==> src/rtl/spi_rx_pkg.sv <==
// Shared definitions for the SPI receiver: register map, CTRL/STATUS bit
// positions and receiver state encoding.
package spi_rx_pkg;

    localparam logic [1:0] REG_CTRL   = 2'd0;
    localparam logic [1:0] REG_STATUS = 2'd1;
    localparam logic [1:0] REG_DATA   = 2'd2;
    localparam logic [1:0] REG_FRAMES = 2'd3;

    localparam int unsigned CTRL_EN     = 0;
    localparam int unsigned CTRL_IRQ_EN = 1;
    localparam int unsigned CTRL_FLUSH  = 2;

    localparam int unsigned ST_NOT_EMPTY = 0;
    localparam int unsigned ST_FULL      = 1;
    localparam int unsigned ST_OVERRUN   = 2;
    localparam int unsigned ST_BUSY      = 3;
    localparam int unsigned ST_LEVEL_LSB = 8;

    typedef enum logic {
        RX_IDLE,
        RX_SHIFT
    } rx_state_e;

endpackage

==> src/rtl/spi_rx_byte_fifo.sv <==
// Synchronous first-word-fall-through byte FIFO; pointers carry an extra wrap
// bit so full and empty are distinguishable.
module byte_fifo #(
    parameter int unsigned DEPTH = 8
) (
    input  logic                     clk,
    input  logic                     rst,
    input  logic                     push,
    input  logic                     pop,
    input  logic                     flush,
    input  logic [7:0]               din,
    output logic [7:0]               dout,
    output logic [$clog2(DEPTH):0]   level,
    output logic                     full,
    output logic                     empty
);
    localparam int unsigned AW = $clog2(DEPTH);

    logic [7:0]  mem_q [DEPTH];
    logic [AW:0] wptr_q, wptr_d;
    logic [AW:0] rptr_q, rptr_d;
    logic        do_push, do_pop;

    assign empty = (wptr_q == rptr_q);
    assign full  = (wptr_q[AW] != rptr_q[AW]) && (wptr_q[AW-1:0] == rptr_q[AW-1:0]);
    assign level = wptr_q - rptr_q;
    assign dout  = mem_q[rptr_q[AW-1:0]];

    // A pop in the same cycle frees the slot, so a push into a full FIFO is kept.
    assign do_pop  = pop & ~empty;
    assign do_push = push & (~full | do_pop);

    always_comb begin
        wptr_d = wptr_q;
        rptr_d = rptr_q;
        if (flush) begin
            wptr_d = '0;
            rptr_d = '0;
        end else begin
            if (do_push) wptr_d = wptr_q + 1'b1;
            if (do_pop)  rptr_d = rptr_q + 1'b1;
        end
    end

    always_ff @(posedge clk or posedge rst) begin
        if (rst) begin
            wptr_q <= '0;
            rptr_q <= '0;
        end else begin
            wptr_q <= wptr_d;
            rptr_q <= rptr_d;
        end
    end

    always_ff @(posedge clk) begin
        if (do_push && !flush) mem_q[wptr_q[AW-1:0]] <= din;
    end

endmodule

==> src/rtl/spi_rx.sv <==
// SPI mode-0 target receiver: synchronizes the SPI pins, assembles MSB-first
// bytes into a FIFO and exposes CTRL/STATUS/DATA/FRAMES on the slave bus.
module spi_rx
    import spi_rx_pkg::*;
#(
    parameter int unsigned FIFO_DEPTH  = 8,
    parameter int unsigned FRAME_CNT_W = 16
) (
    input  logic        clk,
    input  logic        reset,
    input  logic        select,
    input  logic [3:0]  wstrb,
    input  logic [3:0]  addr,
    input  logic [31:0] data_i,
    output logic        ready,
    output logic [31:0] data_o,
    input  logic        spi_cs,
    input  logic        spi_clk,
    input  logic        spi_mosi,
    output logic        irq
);
    localparam int unsigned LVL_W = $clog2(FIFO_DEPTH) + 1;

    // [0],[1] synchronizer stages, [2] history for edge detection
    logic [2:0] cs_pipe_q, cs_pipe_d;
    logic [2:0] sclk_pipe_q, sclk_pipe_d;
    logic [2:0] mosi_pipe_q, mosi_pipe_d;

    rx_state_e state_q, state_d;
    logic [7:0] sr_q, sr_d;
    logic [2:0] bitcnt_q, bitcnt_d;
    logic       push_q, push_d;
    logic [7:0] push_data_q, push_data_d;

    logic                   en_q, en_d;
    logic                   irq_en_q, irq_en_d;
    logic                   overrun_q, overrun_d;
    logic [FRAME_CNT_W-1:0] frames_q, frames_d;
    logic                   ready_q, ready_d;
    logic [31:0]            data_o_q, data_o_d;

    logic             cs_s, mosi_s, cs_fall, cs_rise, sclk_rise;
    logic             access, wr, rd, pop, flush;
    logic [1:0]       reg_sel;
    logic [7:0]       fifo_dout;
    logic [LVL_W-1:0] fifo_level;
    logic             fifo_full, fifo_empty;
    logic [31:0]      status;
    logic             unused_ok;

    assign unused_ok = ^{addr[1:0], data_i[31:3]};

    assign cs_pipe_d   = {cs_pipe_q[1:0], spi_cs};
    assign sclk_pipe_d = {sclk_pipe_q[1:0], spi_clk};
    assign mosi_pipe_d = {mosi_pipe_q[1:0], spi_mosi};

    assign cs_s      = cs_pipe_q[1];
    assign mosi_s    = mosi_pipe_q[1];
    assign cs_fall   = ~cs_pipe_q[1] & cs_pipe_q[2];
    assign cs_rise   = cs_pipe_q[1] & ~cs_pipe_q[2];
    assign sclk_rise = sclk_pipe_q[1] & ~sclk_pipe_q[2];

    assign reg_sel = addr[3:2];
    assign access  = select & ~ready_q;
    assign wr      = access & (|wstrb);
    assign rd      = access & ~(|wstrb);
    assign pop     = rd && (reg_sel == REG_DATA);
    assign flush   = wr && (reg_sel == REG_CTRL) && wstrb[0] && data_i[CTRL_FLUSH];

    always_comb begin
        state_d     = state_q;
        sr_d        = sr_q;
        bitcnt_d    = bitcnt_q;
        push_d      = 1'b0;
        push_data_d = push_data_q;
        case (state_q)
            RX_IDLE: begin
                bitcnt_d = '0;
                if (cs_fall && en_q) state_d = RX_SHIFT;
            end
            RX_SHIFT: begin
                if (cs_rise || !en_q) begin
                    state_d  = RX_IDLE;
                    bitcnt_d = '0;
                end else if (sclk_rise && !cs_s) begin
                    sr_d     = {sr_q[6:0], mosi_s};
                    bitcnt_d = bitcnt_q + 3'd1;
                    if (bitcnt_q == 3'd7) begin
                        push_d      = 1'b1;
                        push_data_d = {sr_q[6:0], mosi_s};
                    end
                end
            end
            default: state_d = RX_IDLE;
        endcase
    end

    always_comb begin
        status                          = '0;
        status[ST_NOT_EMPTY]            = ~fifo_empty;
        status[ST_FULL]                 = fifo_full;
        status[ST_OVERRUN]              = overrun_q;
        status[ST_BUSY]                 = ~cs_s;
        status[ST_LEVEL_LSB +: 8]       = 8'(fifo_level);
    end

    always_comb begin
        en_d      = en_q;
        irq_en_d  = irq_en_q;
        overrun_d = overrun_q;
        frames_d  = frames_q;
        ready_d   = access;
        data_o_d  = '0;

        if (wr && reg_sel == REG_CTRL && wstrb[0]) begin
            en_d     = data_i[CTRL_EN];
            irq_en_d = data_i[CTRL_IRQ_EN];
        end
        if (wr && reg_sel == REG_STATUS && wstrb[0] && data_i[ST_OVERRUN]) overrun_d = 1'b0;
        // The FIFO itself decides acceptance; a full FIFO with no pop drops the byte.
        if (push_q && fifo_full && !pop) overrun_d = 1'b1;

        if (wr && reg_sel == REG_FRAMES)  frames_d = '0;
        else if (cs_rise && en_q)         frames_d = frames_q + 1'b1;

        if (rd) begin
            case (reg_sel)
                REG_CTRL:   data_o_d = {30'd0, irq_en_q, en_q};
                REG_STATUS: data_o_d = status;
                REG_DATA:   data_o_d = fifo_empty ? 32'd0 : {24'd0, fifo_dout};
                default:    data_o_d = 32'(frames_q);
            endcase
        end
    end

    always_ff @(posedge clk or posedge reset) begin
        if (reset) begin
            cs_pipe_q   <= '1;
            sclk_pipe_q <= '0;
            mosi_pipe_q <= '0;
            state_q     <= RX_IDLE;
            sr_q        <= '0;
            bitcnt_q    <= '0;
            push_q      <= 1'b0;
            push_data_q <= '0;
            en_q        <= 1'b0;
            irq_en_q    <= 1'b0;
            overrun_q   <= 1'b0;
            frames_q    <= '0;
            ready_q     <= 1'b0;
            data_o_q    <= '0;
        end else begin
            cs_pipe_q   <= cs_pipe_d;
            sclk_pipe_q <= sclk_pipe_d;
            mosi_pipe_q <= mosi_pipe_d;
            state_q     <= state_d;
            sr_q        <= sr_d;
            bitcnt_q    <= bitcnt_d;
            push_q      <= push_d;
            push_data_q <= push_data_d;
            en_q        <= en_d;
            irq_en_q    <= irq_en_d;
            overrun_q   <= overrun_d;
            frames_q    <= frames_d;
            ready_q     <= ready_d;
            data_o_q    <= data_o_d;
        end
    end

    byte_fifo #(
        .DEPTH(FIFO_DEPTH)
    ) u_fifo (
        .clk   (clk),
        .rst   (reset),
        .push  (push_q),
        .pop   (pop),
        .flush (flush),
        .din   (push_data_q),
        .dout  (fifo_dout),
        .level (fifo_level),
        .full  (fifo_full),
        .empty (fifo_empty)
    );

    assign ready  = ready_q;
    assign data_o = data_o_q;
    assign irq    = irq_en_q & ~fifo_empty;

endmodule

==> config.mk <==
export PLATFORM = sky130hd
export DESIGN_NAME = spi_rx
export DESIGN_NICKNAME = d
export VERILOG_FILES = /design/src/rtl/spi_rx_pkg.sv /design/src/rtl/spi_rx_byte_fifo.sv /design/src/rtl/spi_rx.sv
export SDC_FILE = /design/constraint.sdc
export NUM_CORES = 1
export LEC_CHECK = 0
export CAP_MARGIN = 10
export CORE_UTILIZATION = 57
export CTS_CLUSTER_SIZE = 16
export DETAILED_ROUTE_END_ITERATION = 7
export DONT_BUFFER_PORTS = 1
export PLACE_DENSITY = 0.86
export SYNTH_ARGS = -nofsm -noshare
export SYNTH_HDL_FRONTEND = slang
export SYNTH_SLANG_ARGS = --single-unit
==> constraint.sdc <==
create_clock -name clk -period 3.07 [get_ports clk]
set_input_delay 0.307 -clock clk [delete_from_list [all_inputs] [get_ports clk]]
set_output_delay 0.307 -clock clk [all_outputs]
set_load 0.03 [all_outputs]
# Word-level counts from Yosys, hierarchy flattened
# Memory sizes are Yosys's and may differ from the RTL's.
# Index checks and enable logic that the tools add are counted.
# classes
n_addsub	5
eq_ne	8
mux	23
n_bitwise	19
reduce_logical	28
# op_table
op	count
$mux W16	3
$pmux W16 S3	1
$add A16 B1 Y16 const B	1
$mux W4	4
$logic_and A1 B1 Y1	15
$mux W1	10
$and A1 B1 Y1	9
$not A1 Y1	9
$add A4 B1 Y4 const B	2
$mux W8	1
$reduce_bool A2 Y1	4
$mux W3	2
$pmux W3 S2	1
$eq A2 B2 Y1 const B	2
$eq A4 B4 Y1	1
$logic_not A1 Y1	4
$reduce_and A4 Y1	1
$reduce_or A4 Y1	1
$sub A4 B4 Y4	1
$add A3 B1 Y3 const B	1
$eq A3 B3 Y1	1
$eq A3 B3 Y1 const B	1
$ne A3 B1 Y1 const B	1
$reduce_and A3 Y1	1
other kinds (6)	6
# word_totals
regBits	88
mem_bits_rw	64
output_inout_bits	34
memories	1
# mem_list
name	depth	word_bits	read_ports	rd_ports_with_merged_regs	write_ports	line_no	source
u_fifo.mem_q	8	8	1	0	1	spi_rx_byte_fifo.sv:19	logic [7:0] mem_q [DEPTH];

# Longest topological paths before layout
# Gate-level depths: netlist of run 1.
# depth
word_depth	10
ltp_mapped	8

# By module
# From an unflattened synthesis of run 1, not the netlist that was laid out.
# hier_totals
cells_unflattened	429
hier_area_um2	5863.1
# by_module_without_submodules
mod	n_inst	cells_per_inst	area_per_inst_um2	seq_area_each_um2
byte_fifo	1	183	3066.7	2122.0
spi_rx	1	246	2796.4	1605.3

# Worst setup path after synthesis of run 1
# Ideal clock, no wire load.
# synth_timing
path_type	reg-to-reg
startpoint	register u_fifo.rptr_q[1]
endpoint	memory u_fifo.mem_q[1][0], enable pin
setup_ns	0.395
arrival_time_ns	2.568
t_required_ns	2.675
slack_ns	0.108
path_stages_with_launch	9
path_buffers	2
period_less_slack_ns	2.962
cell_sequence	dfrtp_1 > buf_2 > buf_4 > inv_1 > ha_1 > nand3_1 > a211oi_2 > nand2b_1 > nor4_1
# synth_via
elab_chain_cells	8
word_cells_on_any_way	11
classes_between	eq/ne: 2; mux: 2; bitwise: 5; reduce/logical: 2
# synth_lines
item	line_no	source
start: declaration	spi_rx_byte_fifo.sv:21	logic [AW:0] rptr_q, rptr_d;
start signal: assignment	spi_rx_byte_fifo.sv:51	rptr_q <= rptr_d;
$eq A4 B4 Y1 or $eq A3 B3 Y1 (tied branches)	spi_rx_byte_fifo.sv:24, spi_rx_byte_fifo.sv:25	
$not A1 Y1 or $logic_and A1 B1 Y1 (tied branches)	spi_rx_byte_fifo.sv:30, spi_rx_byte_fifo.sv:25	
$and A1 B1 Y1 or $not A1 Y1 (tied branches)	spi_rx_byte_fifo.sv:30, spi_rx_byte_fifo.sv:31	
$or A1 B1 Y1 *	spi_rx_byte_fifo.sv:31	assign do_push = push & (~full | do_pop);
$and A1 B1 Y1 *	spi_rx_byte_fifo.sv:31	
$logic_and A1 B1 Y1 *	spi_rx_byte_fifo.sv:56	if (do_push && !flush) mem_q[wptr_q[AW-1:0]] <= din;
$mux W1 *	spi_rx_byte_fifo.sv:56	
$mux W1 (not written as such) *	spi_rx_byte_fifo.sv:56	
end: declaration	spi_rx_byte_fifo.sv:19	
# Every way passes the cells marked *; elsewhere a longest branch is shown, timed or not.

# Worst setup path in the final report of run 1
# layout_timing
startpoint	register u_fifo.wptr_q[0]
endpoint	memory u_fifo.mem_q[7][3], enable pin
# layout_via
elab_chain_cells	8
word_cells_on_any_way	11
classes_between	eq/ne: 2; mux: 2; bitwise: 5; reduce/logical: 2
# layout_lines
item	line_no	source
start: declaration	spi_rx_byte_fifo.sv:20	logic [AW:0] wptr_q, wptr_d;
start signal: assignment	spi_rx_byte_fifo.sv:50	wptr_q <= wptr_d;
$eq A4 B4 Y1 or $eq A3 B3 Y1 (tied branches)	spi_rx_byte_fifo.sv:24, spi_rx_byte_fifo.sv:25	
$not A1 Y1 or $logic_and A1 B1 Y1 (tied branches)	spi_rx_byte_fifo.sv:30, spi_rx_byte_fifo.sv:25	
$and A1 B1 Y1 or $not A1 Y1 (tied branches)	spi_rx_byte_fifo.sv:30, spi_rx_byte_fifo.sv:31	
$or A1 B1 Y1	spi_rx_byte_fifo.sv:31	
$and A1 B1 Y1	spi_rx_byte_fifo.sv:31	
$logic_and A1 B1 Y1	spi_rx_byte_fifo.sv:56	
$mux W1	spi_rx_byte_fifo.sv:56	
$mux W1 (not written as such)	spi_rx_byte_fifo.sv:56	
# Parallel ways exist; a longest one is shown, timed or not.

==> results of run 1 <==
worst register-to-register path, delay by kind of cell (launching register included):
| kind | cells | cell delay, ps |
|---|---|---|
| buffers and inverters | 3 | 580 |
| AOI/OAI and AO/OA | 1 | 100 |
| and+or+nand+nor | 3 | 840 |
| adders and majority gates | 1 | 320 |
| DFF | 1 | 510 |
synthesized netlist by cell type, drive strengths merged (5+ instances only):
master,count
mux2,18
nor3,7
xnor2,8
inv,11
o21ai,12
clkbuf,5
nand4,9
dfrtp,69
nand2,19
ha,8
mux4,16
buf,23
edfxtp,64
nand3,8
nor4,5
or3,6
mux2i,8
nor2b,5
a21oi,13
xor2,7
nor2,27
layer usage:
layer | track usage, % | routed length [um]
met1 | 28.4 | 4560
met3 | 8.20 | 717
met5 | 0 | 0
met2 | 41.1 | 6200
met4 | 13.3 | 457
worst max-delay path by stage:
stage | slack [ps] | from | endpoint
3_5_place_dp | 500 | ready | u_fifo.mem_q[0][5]
6_report | 430 | u_fifo.wptr_q[0] | u_fifo.mem_q[7][3]
5_1_grt | 310 | u_fifo.wptr_q[0] | u_fifo.mem_q[7][3]
2_1_floorplan | 110 | u_fifo.rptr_q[1] | u_fifo.mem_q[1][0]
3_3_place_gp | 570 | u_fifo.wptr_q[0] | u_fifo.mem_q[7][5]
4_1_cts | 470 | ready | u_fifo.mem_q[0][6]
power by group through the flow:
stage | logic (W) | clock network [W] | registers, W
floorplan | 0.000252 | 0 | 0.00202
global placement | 0.000282 | 0 | 0.00203
detailed placement | 0.000290 | 0 | 0.00203
CTS | 0.000306 | 0.00204 | 0.00200
global route | 0.000343 | 0.00213 | 0.00201
finish | 0.000311 | 0.00203 | 0.00200
sequential cells by signal, indices dropped and copies added (netlist names), 2 cells and up:
name           flops
u_fifo.mem_q      64
data_o            16
frames_q          16
push_data_q        8
sr_q               7
u_fifo.rptr_q      4
u_fifo.wptr_q      4
bitcnt_q           3
cs_pipe_q          3
sclk_pipe_q        3
mosi_pipe_q        2
cell type report:
type / count / area [sq um] / area share (%)
clock buffer: 23 / 488 / 7.32
timing repair buffer: 26 / 223 / 3.34
tap: 133 / 166 / 2.50
multi-input combinational: 244 / 1910 / 28.7
sequential: 136 / 3730 / 55.9
inverter: 11 / 41.3 / 0.619
clock inverter: 9 / 111 / 1.67
through the flow:
stage | area, sq um | setup WS [ps]
floorplan | 5850 | 108
global placement | 5960 | 574
detailed placement | 5960 | 496
CTS | 6670 | 465
global route | 6670 | 310
finish | 6670 | 428
kinds of logic (layout without fill, tap and decap cells):
kind of cell / after synthesis / in the layout / synth area share [%]
other: 1 / 16 / 0.0647
DFF: 136 / 136 / 64.3
buffers and inverters: 39 / 69 / 3.71
and+or+nand+nor: 110 / 110 / 10.4
adders and majority gates: 9 / 9 / 2.07
muxes: 42 / 42 / 11.1
AOI/OAI and AO/OA: 52 / 52 / 6.09
xor gates and xnor gates: 15 / 15 / 2.27
==> reports/summary.txt, run 1 <==
Status: finished, final reports clean
EDFF count, synth: 64
Initial antenna violation count: 0
H-tree levels: 4
Buf/Inv on CP: 3
YS warnings: 0
Number of buffers added on ports: 0
Pwr dens: 651 mW/mm^2
Nets: 491
GP Congestion: 0.827
HP Class: input pin to flip-flop
CP endpoint kind: flip-flop
Routed len/inst: 20.5 um
Crit path kind: flip-flop to flip-flop
Vias in the first global route: 3504
RSZ-0062 raised after global routing: no
Core box area: 0.00982 sq mm
Most used cell, CP: buf_4
CTS tree: done
CTS Hold Buffers Added: 11
Critical Path RT: 3300 ps
Post-CTS Resized: 0
Ranking of synthesized cells by area: edfxtp_1 (33%), dfrtp_1 (30%), mux4_2 (6.2%)
DR DRC count: 0
R2r setup slk: 430 ps
Via count: 3513
Ys async rst share: 52.9%
IO Pins: 80
Yosys top cell area share: 33.2%
Total track usage: 24.7%
Die height: 103 um
Worst reg-to-reg path cell count: 8
Mapped Area: 0.00580 sq mm
Post-route ant nets: 0
Rel. slew slack: 40.9%
Syn Area/Cell: 14.3 sq um
Worst hold slack: 23.9 ps
Die Wd: 103 um
Fin. max-slew vios: 0
Synth unique cells: 54
Most frequent cells in the layout: dfrtp_1 (69), edfxtp_1 (64), nor2_1 (27)
Final WL: 11.9 mm
Pin count of the biggest net entering global routing: 73
Register bit total from synthesis: 136
Area Overhead vs Synth: 15.0%
Clock skew: 9.63 ps
Fin crit share: 86.1%
Commonest non-fill, non-tap cell in the layout: dfrtp_1
Tot Pwr: 0.00434 W
First-pass GRT wire length: 18.5 mm
Startpoint types: flip-flop
Seq/Total Area, Yosys: 64.3%
Maximum fanout along the worst path: 9
Post-route minimum period: 2640 ps
Post-placement cell count: 539
Initial Utilization: 59.0%
Drt pass-1 iters: 5
Crit. path cell count: 8
Crit-path cells: inv_1 -> ha_1 -> nand3_1 -> a211oi_2 -> buf_4 -> nand4b_1 -> nor2_1 -> buf_4
Peak VDD IR: 0.437 mV
Crit-path max cell delay: 510 ps
R2R Path End: u_fifo.mem_q[7][3]
Gate Count Post-Synth: 404
Yosys top cell by area: edfxtp_1
Cell row count: 36
Diodes inserted: 0
Clock Tree Buf Depth: 2
Final Hold Violating Endpoints: 0
Fmax: 379 MHz
Final Util: 67.9%
Worst-margin pin slew: 886 ps
Finish-stage setup viols: 0
Reg2Reg Launch Point: u_fifo.wptr_q[0]
Worst path slowest cell: dfrtp_1
# Post-CTS Setup Buffers: 0
DR iter-0 viols: 238
Logic pwr share: 7.2%
Filler Cell Count: 634
Hold_sp: addr[2]
CTS root buffer: clkbuf_8
Leak pwr: 2.79 nW
Setup_tns: 0 ps
Switching portion of total power: 23.2%
Sequential Power Share: 46.2%
Main synth FF type: dfrtp_1
Crit path arrival time: 2870 ps
Cts bufs inserted: 17
Dpl hpwl: 7.18 mm
P_int: 0.00333 W
GRT Residual Overflow: 0
Net Sw Power: 0.00100 W
Worst skew pair latency: 520 ps
Number of clock sinks: 136
CP top delay family: simple AND/OR/NAND/NOR gates
Vias per inst: 6.04
Clock group share of total power: 46.7%
Reg clk slew, reported paths: 60 ps
Die ar.: 0.0106 sq mm
Layout cell share with drive strength beyond 1: 20.0%
WHS Path Cells: 2
Cell Count, Final, Fillers Out: 582
MaxCap Viol Count: 0
Hold Path Sink: data_o[8]
Power figures use the tool's default switching activity.
==> run 2: changes to the inputs <==
ABC_CLOCK_PERIOD_IN_PS = 3070   (was default)
REMOVE_ABC_BUFFERS = 1   (was default)
==> run 2 against run 1 <==
  * Sequential power about the same
  * Global-route usage is 0.97 points lower
  * Critical path depth shrank 4
  * Hold slack improved by 2.9 ps
  * Sequential cell count did not move
  * Routed wire length is 4.4% lower
  * Utilization fell by 0.31 points
  * Critical path type unchanged
==> reports/summary.txt, run 2 (synthesis gave the netlist of run 1 again) <==
Worst-margin pin slew: 908 ps
IO Pins: 80
Layout cell share with drive strength beyond 1: 20.4%
CTS tree: done
Area Overhead vs Synth: 14.5%
Number of clock sinks: 136
Core box area: 0.00982 sq mm
Rel. slew slack: 39.2%
Worst hold slack: 26.8 ps
Die ar.: 0.0106 sq mm
First-pass GRT wire length: 17.7 mm
Nets: 492
CP endpoint kind: flip-flop
R2r setup slk: 420 ps
Place WS: 429 ps
Reg clk slew, reported paths: 70 ps
Critical Path RT: 3210 ps
Number of buffers added on ports: 0
Startpoint types: flip-flop
Dpl hpwl: 7.27 mm
Post-route ant nets: 0
Vias in the first global route: 3464
Layout Cell Area excl Fill: 0.00664 sq mm
Initial antenna violation count: 0
Worst skew pair latency: 520 ps
RSZ-0062 raised after global routing: no
Commonest non-fill, non-tap cell in the layout: dfrtp_1
Die height: 103 um
Final WS setup: 422 ps
Diodes inserted: 0
Clock Tree Buf Depth: 2
Final WL: 11.4 mm
Leak pwr: 2.78 nW
Fmax: 378 MHz
Most frequent cells in the layout: dfrtp_1 (69), edfxtp_1 (64), nor2_1 (27)
Maximum fanout along the worst path: 11
Pin count of the biggest net entering global routing: 73
Total track usage: 23.7%
Crit path arrival time: 2790 ps
GP Congestion: 0.829
HP Class: input pin to flip-flop
Crit path kind: flip-flop to flip-flop
Fin. max-slew vios: 0
GRT Residual Overflow: 0
MaxCap Viol Count: 0
CTS root buffer: clkbuf_8
Drt pass-1 iters: 5
Finish-stage setup viols: 0
Vias per inst: 5.99
Pwr dens: 633 mW/mm^2
Cts bufs inserted: 17
DR DRC count: 0
Post-route minimum period: 2650 ps
H-tree levels: 4
Cell row count: 36
DR iter-0 viols: 216
Initial Utilization: 59.0%
Routed len/inst: 19.6 um
Peak VDD IR: 0.463 mV
Clock skew: 7.41 ps
Final Hold Violating Endpoints: 0
Max FFs per register: 64
Cell area after placement: 0.00596 sq mm
Fin crit share: 86.3%
Die Wd: 103 um
Status: finished, final reports clean
Via count: 3492
[run 2: cell count changes in the layout (fill, tap and decap cells not counted), moves of 2 or more]
| cell | before | now |
|---|---|---|
| inv_8 | 0 | 5 |
| clkinv_4 | 1 | 4 |
| clkinv_2 | 2 | 0 |
| bufinv_16 | 2 | 0 |
| clkbuf_8 | 4 | 2 |
| clkbuf_1 | 2 | 0 |
[run 2: through the flow]
step | power [W] | instances | utilization, % | TNS (ps)
global placement | 0.00231 | 539 | 60.7 | 0
CTS | 0.00423 | 583 | 67.6 | 0
detailed placement | 0.00232 | 539 | 60.7 | 0
global route | 0.00435 | 583 | 67.6 | 0
finish | 0.00420 | 583 | 67.6 | 0
floorplan | 0.00225 | 391 | - | -1480
[run 2: what timing repair did]
action	CTS	global route
endpoints found under the hold margin	83	0
gates resized for setup	0	0
setup buffers	0	0
hold buffers	12	0
[run 2: cell type report]
class / instances / area, sq um
clock buffer: 18 / 428
clock inverter: 14 / 131
fill: 649 / 3180
inverter: 11 / 41.3
multi-input combinational: 244 / 1910
sequential: 136 / 3730
tap: 133 / 166
timing repair buffer: 27 / 233
[run 2: power by group]
part | internal, W | switching [W]
combinational | 0.000119 | 0.000193
clock | 0.00105 | 0.000840
sequential | 0.00194 | 0.0000557
[run 2: worst max-delay path, cell delays in order (launching register included)]
cell,delay (ps)
dfrtp_1,550
nor3b_1,180
and4_1,380
or4_1,450
nor2_1,700
[run 2: path summary, 6_finish.rpt]
path | startpoint | end | cells after the start
worst min-delay path | addr[3] | data_o[1] | 2
worst max-delay path | ready | u_fifo.mem_q[0][7] | 4
worst min register to register | sclk_pipe_q[0] | sclk_pipe_q[1] | 0
max in group asynchronous | reset | data_o[13] | 3
min in group asynchronous | reset | bitcnt_q[2] | 3
worst max register to register | ready | u_fifo.mem_q[0][7] | 4
[run 2: metal layers]
| layer | vias up | part of all wire [%] | GRT usage, % |
|---|---|---|---|
| met1 | 1776 | 40 | 29.0 |
| met2 | 134 | 52 | 38.6 |
| met5 | - | 0 | 0 |
| met4 | 0 | 1.5 | 9.53 |
| met3 | 21 | 6.8 | 8.68 |
| li1 | 1561 | - | - |
==> run 3: changes to the inputs <==
ABC_CLOCK_PERIOD_IN_PS = 2700   (was 3070)
CORE_UTILIZATION = 63   (was 57)
GPL_TIMING_DRIVEN = 1   (was default)
PLACE_DENSITY = 0.9   (was 0.86)
clock period = 2.7 ns   (was 3.07 ns; I/O delays follow)
==> run 3 against run 2 <==
  * The run now ends with design-rule violations left
  * First-iteration DRC count up 42%
  * Hold slack better by 5.1 ps
  * Combinational power up 36%
  * Utilization up 7.9 points
  * Critical path type unchanged
  * Largest cell class unchanged
  * Largest power group unchanged
  * Highest routed layer unchanged
==> reports/summary.txt, run 3 (synthesis gave the netlist of run 1 again) <==
R2r setup slk: 150 ps
RSZ-0062 raised after global routing: no
Net Sw Power: 0.00125 W
DR iter-0 viols: 306
IO Pins: 80
Status: finished with violations
Worst reg-to-reg path cell count: 7
Crit path arrival time: 2770 ps
Via count: 3622
Fin. max-slew vios: 0
Drt pass-1 iters: 8
Initial Utilization: 65.8%
GRT Residual Overflow: 0
# Post-CTS Setup Buffers: 0
Dpl hpwl: 7.25 mm
GP Congestion: 0.833
Diodes inserted: 0
Commonest non-fill, non-tap cell in the layout: dfrtp_1
HP Class: input pin to flip-flop
Number of clock sinks: 136
Area Overhead vs Synth: 14.7%
Layout cell share with drive strength beyond 1: 20.6%
Top sig layer: met4
MaxCap Viol Count: 0
Final WL: 12.1 mm
Final WS setup: 151 ps
Hold_sp: addr[3]
WHS Path Cells: 2
Cts bufs inserted: 17
Worst hold slack: 32.0 ps
CP endpoint kind: flip-flop
Maximum fanout along the worst path: 10
Logic pwr share: 8.6%
Crit path kind: flip-flop to flip-flop
Cell area after placement: 0.00594 sq mm
P_int: 0.00369 W
Die ar.: 0.00959 sq mm
Clock Tree Buf Depth: 2
Post-route minimum period: 2550 ps
Number of buffers added on ports: 0
Cell row count: 34
Startpoint types: flip-flop
Clock skew: 13.8 ps
Most frequent cells in the layout: dfrtp_1 (69), edfxtp_1 (64), nor2_1 (27)
Layout Cell Area excl Fill: 0.00665 sq mm
Fin crit share: 94.4%
Post-route ant nets: 0
Vias in the first global route: 3709
CTS root buffer: clkbuf_8
Worst-margin pin slew: 892 ps
Core box area: 0.00881 sq mm
Finish-stage setup viols: 0
Switching portion of total power: 25.3%
Reg clk slew, reported paths: 60 ps
Nets: 494
Die Wd: 97.9 um
Die height: 97.9 um
Vias per inst: 6.47
Total track usage: 27.4%
CTS tree: done
Failing checks: design-rule violations
Initial antenna violation count: 0
Peak VDD IR: 0.743 mV
Final Hold Violating Endpoints: 0
Critical Path RT: 2930 ps
Rel. slew slack: 40.6%
Wire length on met1: 4.53 mm
Met2 WL: 6.33 mm
Sequential Power Share: 46.0%
Metal3 WL: 788 um
Hold Path Sink: data_o[2]
Reg2Reg Launch Point: u_fifo.wptr_q[0]
Fmax: 392 MHz
Clock group share of total power: 45.3%
Pwr dens: 743 mW/mm^2
Place WS: 330 ps
Pin count of the biggest net entering global routing: 73
Leak pwr: 2.74 nW
Max FFs per register: 64
Worst skew pair latency: 530 ps
H-tree levels: 4
DR DRC count: 5
First-pass GRT wire length: 19.3 mm
R2R Path End: u_fifo.mem_q[5][1]
Routed len/inst: 21.6 um
==> run 3: cell count changes in the layout (fill, tap and decap cells not counted), sizes merged <==
| cell | delta |
|---|---|
| buf | +2 |
| bufinv | +1 |
| clkbuf | +1 |
| clkinv | -2 |
| clkinvlp | +1 |
| inv | -1 |
==> run 3: per-layer routing <==
layer | vias to the layer above | global-route usage, %
met5 | - | 0
met4 | 0 | 15.5
met3 | 52 | 6.80
met1 | 1820 | 33.2
li1 | 1552 | -
met2 | 198 | 45.3
==> run 3: power groups by stage <==
stage	Clock (W)	Sequential, W	Combinational, W
floorplan	0	0.00232	0.000287
global placement	0	0.00231	0.000380
finish	0.00224	0.00227	0.000426
CTS	0.00226	0.00227	0.000419
detailed placement	0	0.00231	0.000396
global route	0.00235	0.00228	0.000461
==> run 3: how the worst max path moves through the flow <==
stage,startpoint,endpoint,slack [ps],cells past startpoint
4_1_cts,u_fifo.wptr_q[0],u_fifo.mem_q[5][1],220,7
2_1_floorplan,u_fifo.rptr_q[1],u_fifo.mem_q[1][0],-430,6
6_report,u_fifo.wptr_q[0],u_fifo.mem_q[5][1],150,7
5_1_grt,u_fifo.wptr_q[0],u_fifo.mem_q[5][1],20,7
3_5_place_dp,u_fifo.wptr_q[0],u_fifo.mem_q[1][6],330,7
3_3_place_gp,u_fifo.wptr_q[0],u_fifo.mem_q[4][6],430,7
==> run 3: per-stage QoR <==
| stage | instances | power (W) | util (%) | setup TNS (ps) |
|---|---|---|---|---|
| 2_1_floorplan | 391 | 0.00260 | - | -11880 |
| 3_3_place_gp | 516 | 0.00269 | 67.5 | 0 |
| 3_5_place_dp | 516 | 0.00271 | 67.5 | 0 |
| 4_1_cts | 560 | 0.00495 | 75.4 | 0 |
| 5_1_grt | 560 | 0.00509 | 75.5 | 0 |
| 6_report | 560 | 0.00494 | 75.5 | 0 |
==> run 3: area by class of cell <==
cell class | count | area, sq um
Inverter | 11 | 41.3
Fill cell | 489 | 2160
Clock inverter | 13 | 134
Tap cell | 108 | 135
Multi-Input combinational cell | 244 | 1920
Clock buffer | 19 | 443
Sequential cell | 136 | 3730
Timing Repair Buffer | 29 | 248
==> run 3: worst max-delay path, cell delays in order (launching register included) <==
cell	delay (ps)
dfrtp_1	520
inv_1	140
ha_1	330
nand3_1	190
a211oi_4	100
nand2b_1	280
nor4_1	400
buf_4	270
==> run 3: timing repair <==
item / CTS / global route
setup endpoints to repair: 0 / 18
resized for setup: 0 / 1
endpoints found under the hold margin: 83 / 0
hold buffers: 12 / 0
